===== config.mk =====
export PLATFORM = sky130hd
export DESIGN_NAME = fp_sub_unit
export DESIGN_NICKNAME = d
export VERILOG_FILES = /design/src/rtl/fp32_pkg.sv /design/src/rtl/fp32_unpack.sv /design/src/rtl/fp_sub_unit.sv
export SDC_FILE = /design/constraint.sdc
export NUM_CORES = 1
export LEC_CHECK = 0
export ABC_CLOCK_PERIOD_IN_PS = 4900
export BUFFER_PORTS_ARGS = -buffer_cell sky130_fd_sc_hd__buf_2
export CAP_MARGIN = 20
export CORE_ASPECT_RATIO = 1.25
export CORE_MARGIN = 2
export CORE_UTILIZATION = 35
export DETAILED_ROUTE_END_ITERATION = 12
export GPL_TIMING_DRIVEN = 0
export PLACE_DENSITY_LB_ADDON = 0.08
export SYNTH_ARGS = -nofsm -noshare
export SYNTH_HDL_FRONTEND = slang
export SYNTH_SLANG_ARGS = --single-unit

===== constraint.sdc =====
create_clock -name i_clk -period 4.9 [get_ports i_clk]
set_input_delay 0.98 -clock i_clk [delete_from_list [all_inputs] [get_ports i_clk]]
set_output_delay 0.98 -clock i_clk [all_outputs]
set_load 0.1 [all_outputs]

===== src/rtl/fp32_pkg.sv =====
// Shared FP32 definitions for the subtractor datapath: field widths,
// special encodings and the controller state encoding.
package fp32_pkg;

  localparam int EXP_W = 8;
  localparam int MAN_W = 23;
  localparam int BIAS  = 127;

  localparam logic [EXP_W-1:0] EXP_MAX = 8'd255;
  localparam logic [31:0]      POS_INF = 32'h7F80_0000;
  localparam logic [31:0]      QNAN    = 32'h7FC0_0000;

  typedef enum logic [2:0] {
    IDLE,
    ALIGN,
    SUB,
    NORM,
    PACK
  } state_t;

endpackage


===== src/rtl/fp32_unpack.sv =====
// Splits an FP32 word into sign, exponent and a 24-bit mantissa with the
// implied leading one restored. Exponent 0 is flushed to a zero mantissa.
module fp32_unpack
  import fp32_pkg::*;
(
  input  logic [31:0]      word,
  output logic             sign,
  output logic [EXP_W-1:0] exponent,
  output logic [MAN_W:0]   mantissa
);

  // Field split with denormal flush on a zero exponent
  always_comb begin
    sign     = word[31];
    exponent = word[30:23];
    if (word[30:23] == '0) begin
      mantissa = '0;
    end else begin
      mantissa = {1'b1, word[22:0]};
    end
  end

endmodule


===== src/rtl/fp_sub_unit.sv =====
// Multi-cycle FP32 subtractor c = a - b with truncating rounding, denormal
// flush and a one-bit-per-cycle normalisation loop.
// Optional build macro FP_SUB_SPECIALS_EN: when defined, NaN/infinity
// operands are resolved in IDLE and go straight to PACK; when undefined,
// exponent 255 is an ordinary exponent and no special-value logic exists.
module fp_sub_unit
  import fp32_pkg::*;
(
  input  logic        i_clk,
  input  logic        i_reset,
  input  logic        i_start,
  input  logic [31:0] i_a,
  input  logic [31:0] i_b,
  output logic [31:0] o_c,
  output logic        o_busy,
  output logic        o_done
);

  state_t state;
  state_t next_state;

  logic             a_sign;
  logic [EXP_W-1:0] a_exp;
  logic [MAN_W:0]   a_man;
  logic             b_sign;
  logic [EXP_W-1:0] b_exp;
  logic [MAN_W:0]   b_man;

  logic             op_a_sign;
  logic [EXP_W-1:0] op_a_exp;
  logic [MAN_W:0]   op_a_man;
  logic             op_b_sign;
  logic [EXP_W-1:0] op_b_exp;
  logic [MAN_W:0]   op_b_man;

  logic             big_sign;
  logic             small_sign;
  logic [EXP_W-1:0] big_exp;
  logic [MAN_W:0]   big_man;
  logic [MAN_W:0]   small_man;

  logic             res_sign;
  logic [EXP_W-1:0] res_exp;
  logic [MAN_W:0]   res_man;

  logic             a_is_big;
  logic [EXP_W-1:0] exp_diff;
  logic [MAN_W:0]   shift_src;
  logic [MAN_W:0]   aligned_man;

  logic [MAN_W+1:0] sum_wide;
  logic [MAN_W+1:0] diff_wide;
  logic [EXP_W:0]   inc_exp;
  logic             sub_sign;
  logic [EXP_W-1:0] sub_exp;
  logic [MAN_W:0]   sub_man;

  logic             norm_done;
  logic             norm_flush;
  logic             is_special;

  fp32_unpack unpack_a (
    .word     (i_a),
    .sign     (a_sign),
    .exponent (a_exp),
    .mantissa (a_man)
  );

  fp32_unpack unpack_b (
    .word     (i_b),
    .sign     (b_sign),
    .exponent (b_exp),
    .mantissa (b_man)
  );

`ifdef FP_SUB_SPECIALS_EN
  logic        a_inf;
  logic        a_nan;
  logic        b_inf;
  logic        b_nan;
  logic [31:0] special_word;

  // Resolve NaN/infinity operands straight from the input words
  always_comb begin
    a_inf      = (a_exp == EXP_MAX) && (a_man[MAN_W-1:0] == '0);
    a_nan      = (a_exp == EXP_MAX) && (a_man[MAN_W-1:0] != '0);
    b_inf      = (b_exp == EXP_MAX) && (b_man[MAN_W-1:0] == '0);
    b_nan      = (b_exp == EXP_MAX) && (b_man[MAN_W-1:0] != '0);
    is_special = (a_exp == EXP_MAX) || (b_exp == EXP_MAX);
    if (a_nan || b_nan) begin
      special_word = QNAN;
    end else if (a_inf && b_inf) begin
      special_word = (a_sign == b_sign) ? QNAN : {a_sign, POS_INF[30:0]};
    end else if (a_inf) begin
      special_word = {a_sign, POS_INF[30:0]};
    end else begin
      special_word = {~b_sign, POS_INF[30:0]};
    end
  end
`else
  assign is_special = 1'b0;
`endif

  // Order the captured operands by magnitude and align the smaller one
  always_comb begin
    a_is_big = {op_a_exp, op_a_man} >= {op_b_exp, op_b_man};
    if (a_is_big) begin
      exp_diff  = op_a_exp - op_b_exp;
      shift_src = op_b_man;
    end else begin
      exp_diff  = op_b_exp - op_a_exp;
      shift_src = op_a_man;
    end
    if (exp_diff >= 8'd25) begin
      aligned_man = '0;
    end else begin
      aligned_man = shift_src >> exp_diff;
    end
  end

  // 25-bit magnitude add/subtract with carry renormalisation and overflow
  always_comb begin
    sum_wide  = {1'b0, big_man} + {1'b0, small_man};
    diff_wide = {1'b0, big_man} - {1'b0, small_man};
    inc_exp   = {1'b0, big_exp} + 9'd1;
    sub_sign  = big_sign;
    sub_exp   = big_exp;
    sub_man   = '0;
    if (big_sign == small_sign) begin
      if (sum_wide[MAN_W+1]) begin
        if (inc_exp >= {1'b0, EXP_MAX}) begin
          sub_exp = EXP_MAX;
          sub_man = '0;
        end else begin
          sub_exp = inc_exp[EXP_W-1:0];
          sub_man = sum_wide[MAN_W+1:1];
        end
      end else begin
        sub_man = sum_wide[MAN_W:0];
      end
    end else begin
      sub_man = diff_wide[MAN_W:0];
    end
    if ((sub_man == '0) && (sub_exp != EXP_MAX)) begin
      sub_sign = 1'b0;
      sub_exp  = '0;
    end
  end

  // Normalisation status of the working result
  always_comb begin
    norm_done  = (res_man == '0) || res_man[MAN_W];
    norm_flush = !norm_done && (res_exp <= 8'd1);
  end

  // State register
  always_ff @(posedge i_clk) begin
    if (i_reset) begin
      state <= IDLE;
    end else begin
      state <= next_state;
    end
  end

  // Next-state logic
  always_comb begin
    next_state = state;
    case (state)
      IDLE: begin
        if (i_start) begin
          next_state = is_special ? PACK : ALIGN;
        end
      end
      ALIGN:   next_state = SUB;
      SUB:     next_state = NORM;
      NORM: begin
        if (norm_done || norm_flush) begin
          next_state = PACK;
        end
      end
      PACK:    next_state = IDLE;
      default: next_state = IDLE;
    endcase
  end

  // Output logic
  always_comb begin
    o_busy = (state != IDLE);
  end

  // Datapath registers advanced by the controller state
  always_ff @(posedge i_clk) begin
    if (i_reset) begin
      o_c        <= '0;
      o_done     <= 1'b0;
      op_a_sign  <= 1'b0;
      op_a_exp   <= '0;
      op_a_man   <= '0;
      op_b_sign  <= 1'b0;
      op_b_exp   <= '0;
      op_b_man   <= '0;
      big_sign   <= 1'b0;
      small_sign <= 1'b0;
      big_exp    <= '0;
      big_man    <= '0;
      small_man  <= '0;
      res_sign   <= 1'b0;
      res_exp    <= '0;
      res_man    <= '0;
    end else begin
      o_done <= 1'b0;
      case (state)
        IDLE: begin
          if (i_start) begin
            op_a_sign <= a_sign;
            op_a_exp  <= a_exp;
            op_a_man  <= a_man;
            op_b_sign <= ~b_sign;
            op_b_exp  <= b_exp;
            op_b_man  <= b_man;
`ifdef FP_SUB_SPECIALS_EN
            if (is_special) begin
              res_sign <= special_word[31];
              res_exp  <= special_word[30:23];
              res_man  <= {1'b1, special_word[22:0]};
            end
`endif
          end
        end
        ALIGN: begin
          big_sign   <= a_is_big ? op_a_sign : op_b_sign;
          small_sign <= a_is_big ? op_b_sign : op_a_sign;
          big_exp    <= a_is_big ? op_a_exp  : op_b_exp;
          big_man    <= a_is_big ? op_a_man  : op_b_man;
          small_man  <= aligned_man;
        end
        SUB: begin
          res_sign <= sub_sign;
          res_exp  <= sub_exp;
          res_man  <= sub_man;
        end
        NORM: begin
          if (norm_flush) begin
            res_sign <= 1'b0;
            res_exp  <= '0;
            res_man  <= '0;
          end else if (!norm_done) begin
            res_man <= {res_man[MAN_W-1:0], 1'b0};
            res_exp <= res_exp - 8'd1;
          end
        end
        PACK: begin
          o_c    <= {res_sign, res_exp, res_man[MAN_W-1:0]};
          o_done <= 1'b1;
        end
        default: ;
      endcase
    end
  end

endmodule


==> results of run 1 <==
[worst max-delay path, stage by stage (launching register included)]
cell and delay, ns:
sky130_fd_sc_hd__dfxtp_1 0.40, sky130_fd_sc_hd__inv_1 0.06, sky130_fd_sc_hd__ha_1 0.29, sky130_fd_sc_hd__clkbuf_1 0.37
sky130_fd_sc_hd__nand4_1 0.26, sky130_fd_sc_hd__nor4_2 0.58, sky130_fd_sc_hd__o31ai_2 0.23, sky130_fd_sc_hd__o211a_1 0.17
sky130_fd_sc_hd__buf_2 0.18, sky130_fd_sc_hd__buf_2 0.24, sky130_fd_sc_hd__nand2_1 0.14, sky130_fd_sc_hd__a2bb2oi_1 0.39
sky130_fd_sc_hd__clkbuf_1 0.42, sky130_fd_sc_hd__nor2_1 0.10, sky130_fd_sc_hd__a211oi_1 0.38, sky130_fd_sc_hd__a211oi_1 0.09
sky130_fd_sc_hd__a21oi_1 0.17, sky130_fd_sc_hd__a311oi_1 0.11
[cell type report]
type,count,area share
multi-input combinational,1339,0.582
inverter,100,0.0244
tap,492,0.0400
clock inverter,14,0.00959
clock buffer,18,0.0279
sequential,193,0.251
buffer,114,0.0301
timing repair buffer,105,0.0349
[timing repair]
action / CTS / global route
buffers inserted: 0 / 4
pin swaps: 0 / 3
cloned: 0 / 0
resized for setup: 5 / 17
setup endpoints to repair: 21 / 29
[state kept, by name, indices dropped and copies added, names as in the netlist]
register / cells
op_b_man: 24
state: 3
small_man: 24
o_done: 1
res_sign: 1
big_man: 24
big_exp: 8
op_a_man: 24
small_sign: 1
big_sign: 1
op_b_exp: 8
op_a_sign: 1
o_c: 32
op_a_exp: 8
op_b_sign: 1
res_exp: 8
res_man: 24
[synth_stat cells, types with 13 or more instances]
| library cell | count | share of area |
|---|---|---|
| sky130_fd_sc_hd__a21oi_1 | 145 | 0.053 |
| sky130_fd_sc_hd__nor2_1 | 204 | 0.056 |
| sky130_fd_sc_hd__xnor2_1 | 36 | 0.023 |
| sky130_fd_sc_hd__dfxtp_1 | 193 | 0.28 |
| sky130_fd_sc_hd__mux2i_1 | 98 | 0.072 |
| sky130_fd_sc_hd__ha_1 | 90 | 0.083 |
| sky130_fd_sc_hd__clkbuf_1 | 85 | 0.023 |
| sky130_fd_sc_hd__o21ai_0 | 49 | 0.018 |
| sky130_fd_sc_hd__xor2_1 | 14 | 0.0090 |
| sky130_fd_sc_hd__nand4_1 | 15 | 0.0069 |
| sky130_fd_sc_hd__a211oi_1 | 56 | 0.031 |
| sky130_fd_sc_hd__nor3_1 | 32 | 0.012 |
| sky130_fd_sc_hd__a22oi_1 | 67 | 0.037 |
| sky130_fd_sc_hd__buf_2 | 17 | 0.0063 |
| sky130_fd_sc_hd__buf_1 | 13 | 0.0036 |
| sky130_fd_sc_hd__inv_1 | 96 | 0.026 |
| sky130_fd_sc_hd__a21o_1 | 21 | 0.012 |
| sky130_fd_sc_hd__nand3_1 | 30 | 0.011 |
| sky130_fd_sc_hd__nor4_1 | 20 | 0.0092 |
| sky130_fd_sc_hd__nor2b_1 | 19 | 0.0087 |
| sky130_fd_sc_hd__nand2_1 | 200 | 0.055 |
| sky130_fd_sc_hd__o211ai_1 | 13 | 0.0072 |
[through the flow]
step | cells | hold WS, ns | total power [W] | instance area [um2] | utilization
6_report | 2375 | 0.449 | 0.00657 | 15400 | 0.403
5_1_grt | 2375 | 0.470 | 0.00698 | 15400 | 0.403
4_1_cts | 2373 | 0.453 | 0.00656 | 15300 | 0.401
3_5_place_dp | 2341 | 0.443 | 0.00512 | 14700 | 0.385
3_3_place_gp | 2341 | 0.442 | 0.00511 | 14700 | 0.385
2_1_floorplan | 1749 | 0.432 | 0.00420 | 13600 | -
[logic make-up after synthesis]
logic type / count (synthesis) / synth area share
compound gates: 496 / 0.248
flops: 193 / 0.284
simple gates: 589 / 0.198
fa+ha+maj: 94 / 0.0887
xor+xnor: 50 / 0.0322
buf+inv: 217 / 0.0623
mux: 110 / 0.0870
[power by group]
part	total, W	internal (W)	switching [W]
Sequential	0.00190	0.00172	0.000182
Combinational	0.00325	0.00121	0.00204
Clock	0.00142	0.000718	0.000704
[metal layers]
layer / wire length [um] / part of all wire
met1: 19600 / 0.41
met2: 24400 / 0.51
met3: 1600 / 0.034
met4: 1920 / 0.040
met5: 0 / 0
[final timing paths]
kind	start	endpoint	slack, ns	depth (start not counted)
worst max-delay path	op_a_exp[3]	small_man[3]	0.17	17
worst min-delay path	o_c[14]	o_c[14]	0.45	2
worst max register to register	op_a_exp[3]	small_man[3]	0.17	17
worst min register to register	o_c[14]	o_c[14]	0.45	2
[cells in the final DEF, fill, tap and decap left out, types with 35 or more instances in the layout]
cell                       Yosys  final
sky130_fd_sc_hd__a211oi_1     56     56
sky130_fd_sc_hd__a21oi_1     145    144
sky130_fd_sc_hd__a22oi_1      67     66
sky130_fd_sc_hd__buf_2        17    117
sky130_fd_sc_hd__clkbuf_1     85     82
sky130_fd_sc_hd__dfxtp_1     193    191
sky130_fd_sc_hd__ha_1         90     90
sky130_fd_sc_hd__inv_1        96     96
sky130_fd_sc_hd__mux2i_1      98     96
sky130_fd_sc_hd__nand2_1     200    200
sky130_fd_sc_hd__nor2_1      204    201
sky130_fd_sc_hd__o21ai_0      49     47
sky130_fd_sc_hd__xnor2_1      36     35
==> flow_summary.toml, run 1 <==
[global_route]
grt_use_met2 = 0.432
grt_remaining_overflow = 0
grt_util_met3 = 0.0316
first_global_vias = 13000
top_usage_layer = "met2"
grt_pass1_wl_um = 74700
grt.total_usage = 0.235
use_met1 = 0.269
largest_net_degree_at_the_start_of_global_routing = 19
antenna_found_initial = 0

[clock_tree]
cts_root_buffer = "sky130_fd_sc_hd__clkbuf_16"
cts_num_sinks = 193
clock_path_buffers = 2
path_clk_slew_ns = 0.08
num_cts_buffers = 17
ctsHoldBuffers = 0
tritoncts = "done"
clk-insertion-delay-late_ns = 0.48
ctsHtreeMaxLevel = 4

[cells_and_area]
area.growth.synth_to_final_pct = 13.2
multi_input_gate_area_um2 = 8960
insertedDiodeCount = 0
fin_nets = 2031
post_route_cells_drive_above_1_share = 0.112
fillCellCount = 4091
final-seq-area_um2 = 3870

[sta]
grt_setup_unrepaired = "yes"
post-route-min-period_ns = 4.73
setup_slack_ns = 0.173
layout_worst_path_cycle_share = 0.965
final.setup_skew_ns = 0.0146
worst_slew_pin_slew_ns = 1.09
final-setup-viol-count = 0
fin_tns_setup_ns = 0
slew_viol_final = 0
max_slew_margin = 0.276
hold_viol = 0
achievable-frequency_mhz = 212

[logic_synthesis]
postSynthNetCount = 1910
synth_cell_types = 85
synthesis.area_um2 = 13600
dominantRegCellSynth = "sky130_fd_sc_hd__dfxtp_1"
syn_area_per_cell_um2 = 7.78
synthesis.yosys.warnings = 0
synth.yosys.seq_area_share = 0.284
synth_async_sr_flop_share = 0
synth-edff-count = 0
synth_seq_cells = 193
syn-instance-count = 1749

[floorplan]
dieHeight_um = 224
initial_core_util = 0.356
placeableCoreArea_um2 = 38200
die_w_um = 180
floorplan.rows = 80
dieArea_um2 = 40500
io_pins = 101

[placement]
place.gp.congestion = 0.933
post-place-ws_ns = -0.497
numPortBuffers = 100
hpwlAfterDp_um = 39000

[power]
power_per_cell_area_nw_per_um2 = 427
cellLeakagePower_nw = 6.29
peakVddDrop_mv = 0.256

[outcome]
run_status = "finished clean"

[routing]
drtAntennaViolNets = 0
vias_per_cell = 5.56
firstDrtPassIters = 8
detailedRoute.firstIterationViolations = 936
drt-wirelength-per-cell_um = 20.0
drc = 0
routed_wirelength_um = 47600
via_count = 13200

[worst_setup_path]
cp.arrival_ns = 5.05
critical_path_peak_fanout = 10
worstSetupEndpointType = "flop"
timing.critical_path.required_ns = 5.22
crit_type = "flop to flop"
crit_path_start_kind = "flop"

[job]
max-cap-violations = 0

[worst_hold_path]
hp-class = "flop to flop"
Note: power is estimated with default switching activity, not from simulation.
==> run 2: changes to the inputs <==
REMOVE_ABC_BUFFERS = 1   (was default)
==> run 2 against run 1 <==
First-iteration DRC count shrank 4.7%. Worst setup slack gained 0.090 ns. Utilization shrank 0.12 points. Critical endpoint is now small_man[8]. Highest routed layer unchanged.
==> flow_summary.toml, run 2 (same netlist as run 1, synthesis figures left out) <==
[routing]
via_count = 12500
firstDrtPassIters = 6
drc = 0
detailedRoute.firstIterationViolations = 892
routed_wirelength_um = 40800
vias_per_cell = 5.47
drtAntennaViolNets = 0
drt-wirelength-per-cell_um = 17.9

[worst_setup_path]
cp.arrival_ns = 5.00
critical_path_peak_fanout = 48
timing.critical_path.required_ns = 5.27
crit_path_start_kind = "flop"
crit_type = "flop to flop"
worstSetupEndpointType = "flop"

[worst_hold_path]
hp-class = "flop to flop"

[sta]
layout_worst_path_cycle_share = 0.946
achievable-frequency_mhz = 216
slew_viol_final = 0
max_slew_margin = 0.277
fin_tns_setup_ns = 0
final.setup_skew_ns = 0.0155
grt_setup_unrepaired = "no"
setup_slack_ns = 0.263
hold_viol = 0
worst_slew_pin_slew_ns = 1.08
post-route-min-period_ns = 4.64
final-setup-viol-count = 0

[clock_tree]
num_cts_buffers = 17
cts_num_sinks = 193
clock_path_buffers = 2
clk-insertion-delay-late_ns = 0.48
ctsHtreeMaxLevel = 4
tritoncts = "done"
cts_root_buffer = "sky130_fd_sc_hd__clkbuf_16"
path_clk_slew_ns = 0.07

[global_route]
antenna_found_initial = 0
grt.total_usage = 0.201
grt_remaining_overflow = 0
largest_net_degree_at_the_start_of_global_routing = 109
grt_pass1_wl_um = 65500
first_global_vias = 12000

[placement]
numPortBuffers = 100
hpwlAfterDp_um = 31400
dp_cells = 2240
place.gp.congestion = 0.867
post-place-ws_ns = -0.797

[outcome]
run_status = "finished clean"

[floorplan]
die_w_um = 180
floorplan.rows = 80
dieArea_um2 = 40500
initial_core_util = 0.356
dieHeight_um = 224
placeableCoreArea_um2 = 38200
io_pins = 101

[power]
cellLeakagePower_nw = 6.28
peakVddDrop_mv = 0.284
power_per_cell_area_nw_per_um2 = 423

[cells_and_area]
number_of_flip_flops_under_the_largest_register_name = 32
layout.cells.most_common = "sky130_fd_sc_hd__nor2_1"
post_route_cells_drive_above_1_share = 0.122
top_register = "o_c"
insertedDiodeCount = 0
post_layout_nonfiller_instances = 2279
layout.cells.most_common_list = "203 x sky130_fd_sc_hd__nor2_1, 198 x sky130_fd_sc_hd__nand2_1, 193 x sky130_fd_sc_hd__dfxtp_1"
area.growth.synth_to_final_pct = 12.9
fin_nets = 1937

[job]
max-cap-violations = 0
## run 2: changes by cell type in the layout (fill, tap and decap cells not counted), sizes merged
cell / delta
clkbuf: -83
clkinv: -3
buf: -11
bufinv: +1
## run 2: timing repair
action	4_1_cts	5_1_grt
resized for setup	10	8
pin swaps	1	6
endpoints found under the setup margin	18	29
hold buffers	0	0
buffers inserted	1	5
## run 2: final timing paths
kind | to | slack [ns] | cells after the start | startpoint
min | o_c[24] | 0.45 | 2 | o_c[24]
max reg2reg | small_man[8] | 0.26 | 13 | op_a_man[0]
min reg2reg | o_c[24] | 0.45 | 2 | o_c[24]
max | small_man[8] | 0.26 | 13 | op_a_man[0]
## run 2: routing by layer
layer  routed length (um)  track usage  part of all wire  up-vias
li1                     -            -                 -     6355
met4                  979       0.0713             0.024        0
met3                 1020       0.0298             0.025       48
met2                20100        0.352              0.49      207
met5                    0            0                 0        -
met1                18700        0.250              0.46     5863
## run 2: metrics by stage
step	util	instance area, um2	total power (W)	hold slack [ns]
after floorplan	-	13100	0.00417	0.426
after global placement	0.373	14200	0.00499	0.440
after detailed placement	0.381	14600	0.00504	0.444
after CTS	0.398	15200	0.00652	0.454
after global routing	0.401	15300	0.00694	0.468
final	0.401	15300	0.00650	0.450
## run 2: final cells by class
class                   count  area (um2)
fillers                  4021       22900
inverters                 100         375
multi-input cells        1339        9040
well taps                 492         616
repair buffers            125         871
clock inverters            12         146
flip-flops and latches    193        3860
clock buffers              18         439
## run 2: critical path: stages, from the launching register on
cell and delay (ns):
sky130_fd_sc_hd__dfxtp_1 0.37, sky130_fd_sc_hd__inv_1 0.06, sky130_fd_sc_hd__ha_1 0.29, sky130_fd_sc_hd__nor3b_1 0.20
sky130_fd_sc_hd__nor2_1 0.08, sky130_fd_sc_hd__o311a_1 0.33, sky130_fd_sc_hd__o31ai_1 0.54, sky130_fd_sc_hd__o211a_4 0.56
sky130_fd_sc_hd__buf_16 0.32, sky130_fd_sc_hd__mux2i_1 0.36, sky130_fd_sc_hd__mux2i_1 0.21, sky130_fd_sc_hd__mux2i_1 0.51
sky130_fd_sc_hd__o22ai_1 0.31, sky130_fd_sc_hd__a221o_1 0.38
## run 2: power by group
part | internal, W | switching, W
logic | 0.00123 | 0.00190
registers | 0.00172 | 0.000193
clock network | 0.000771 | 0.000679
total | 0.00373 | 0.00277
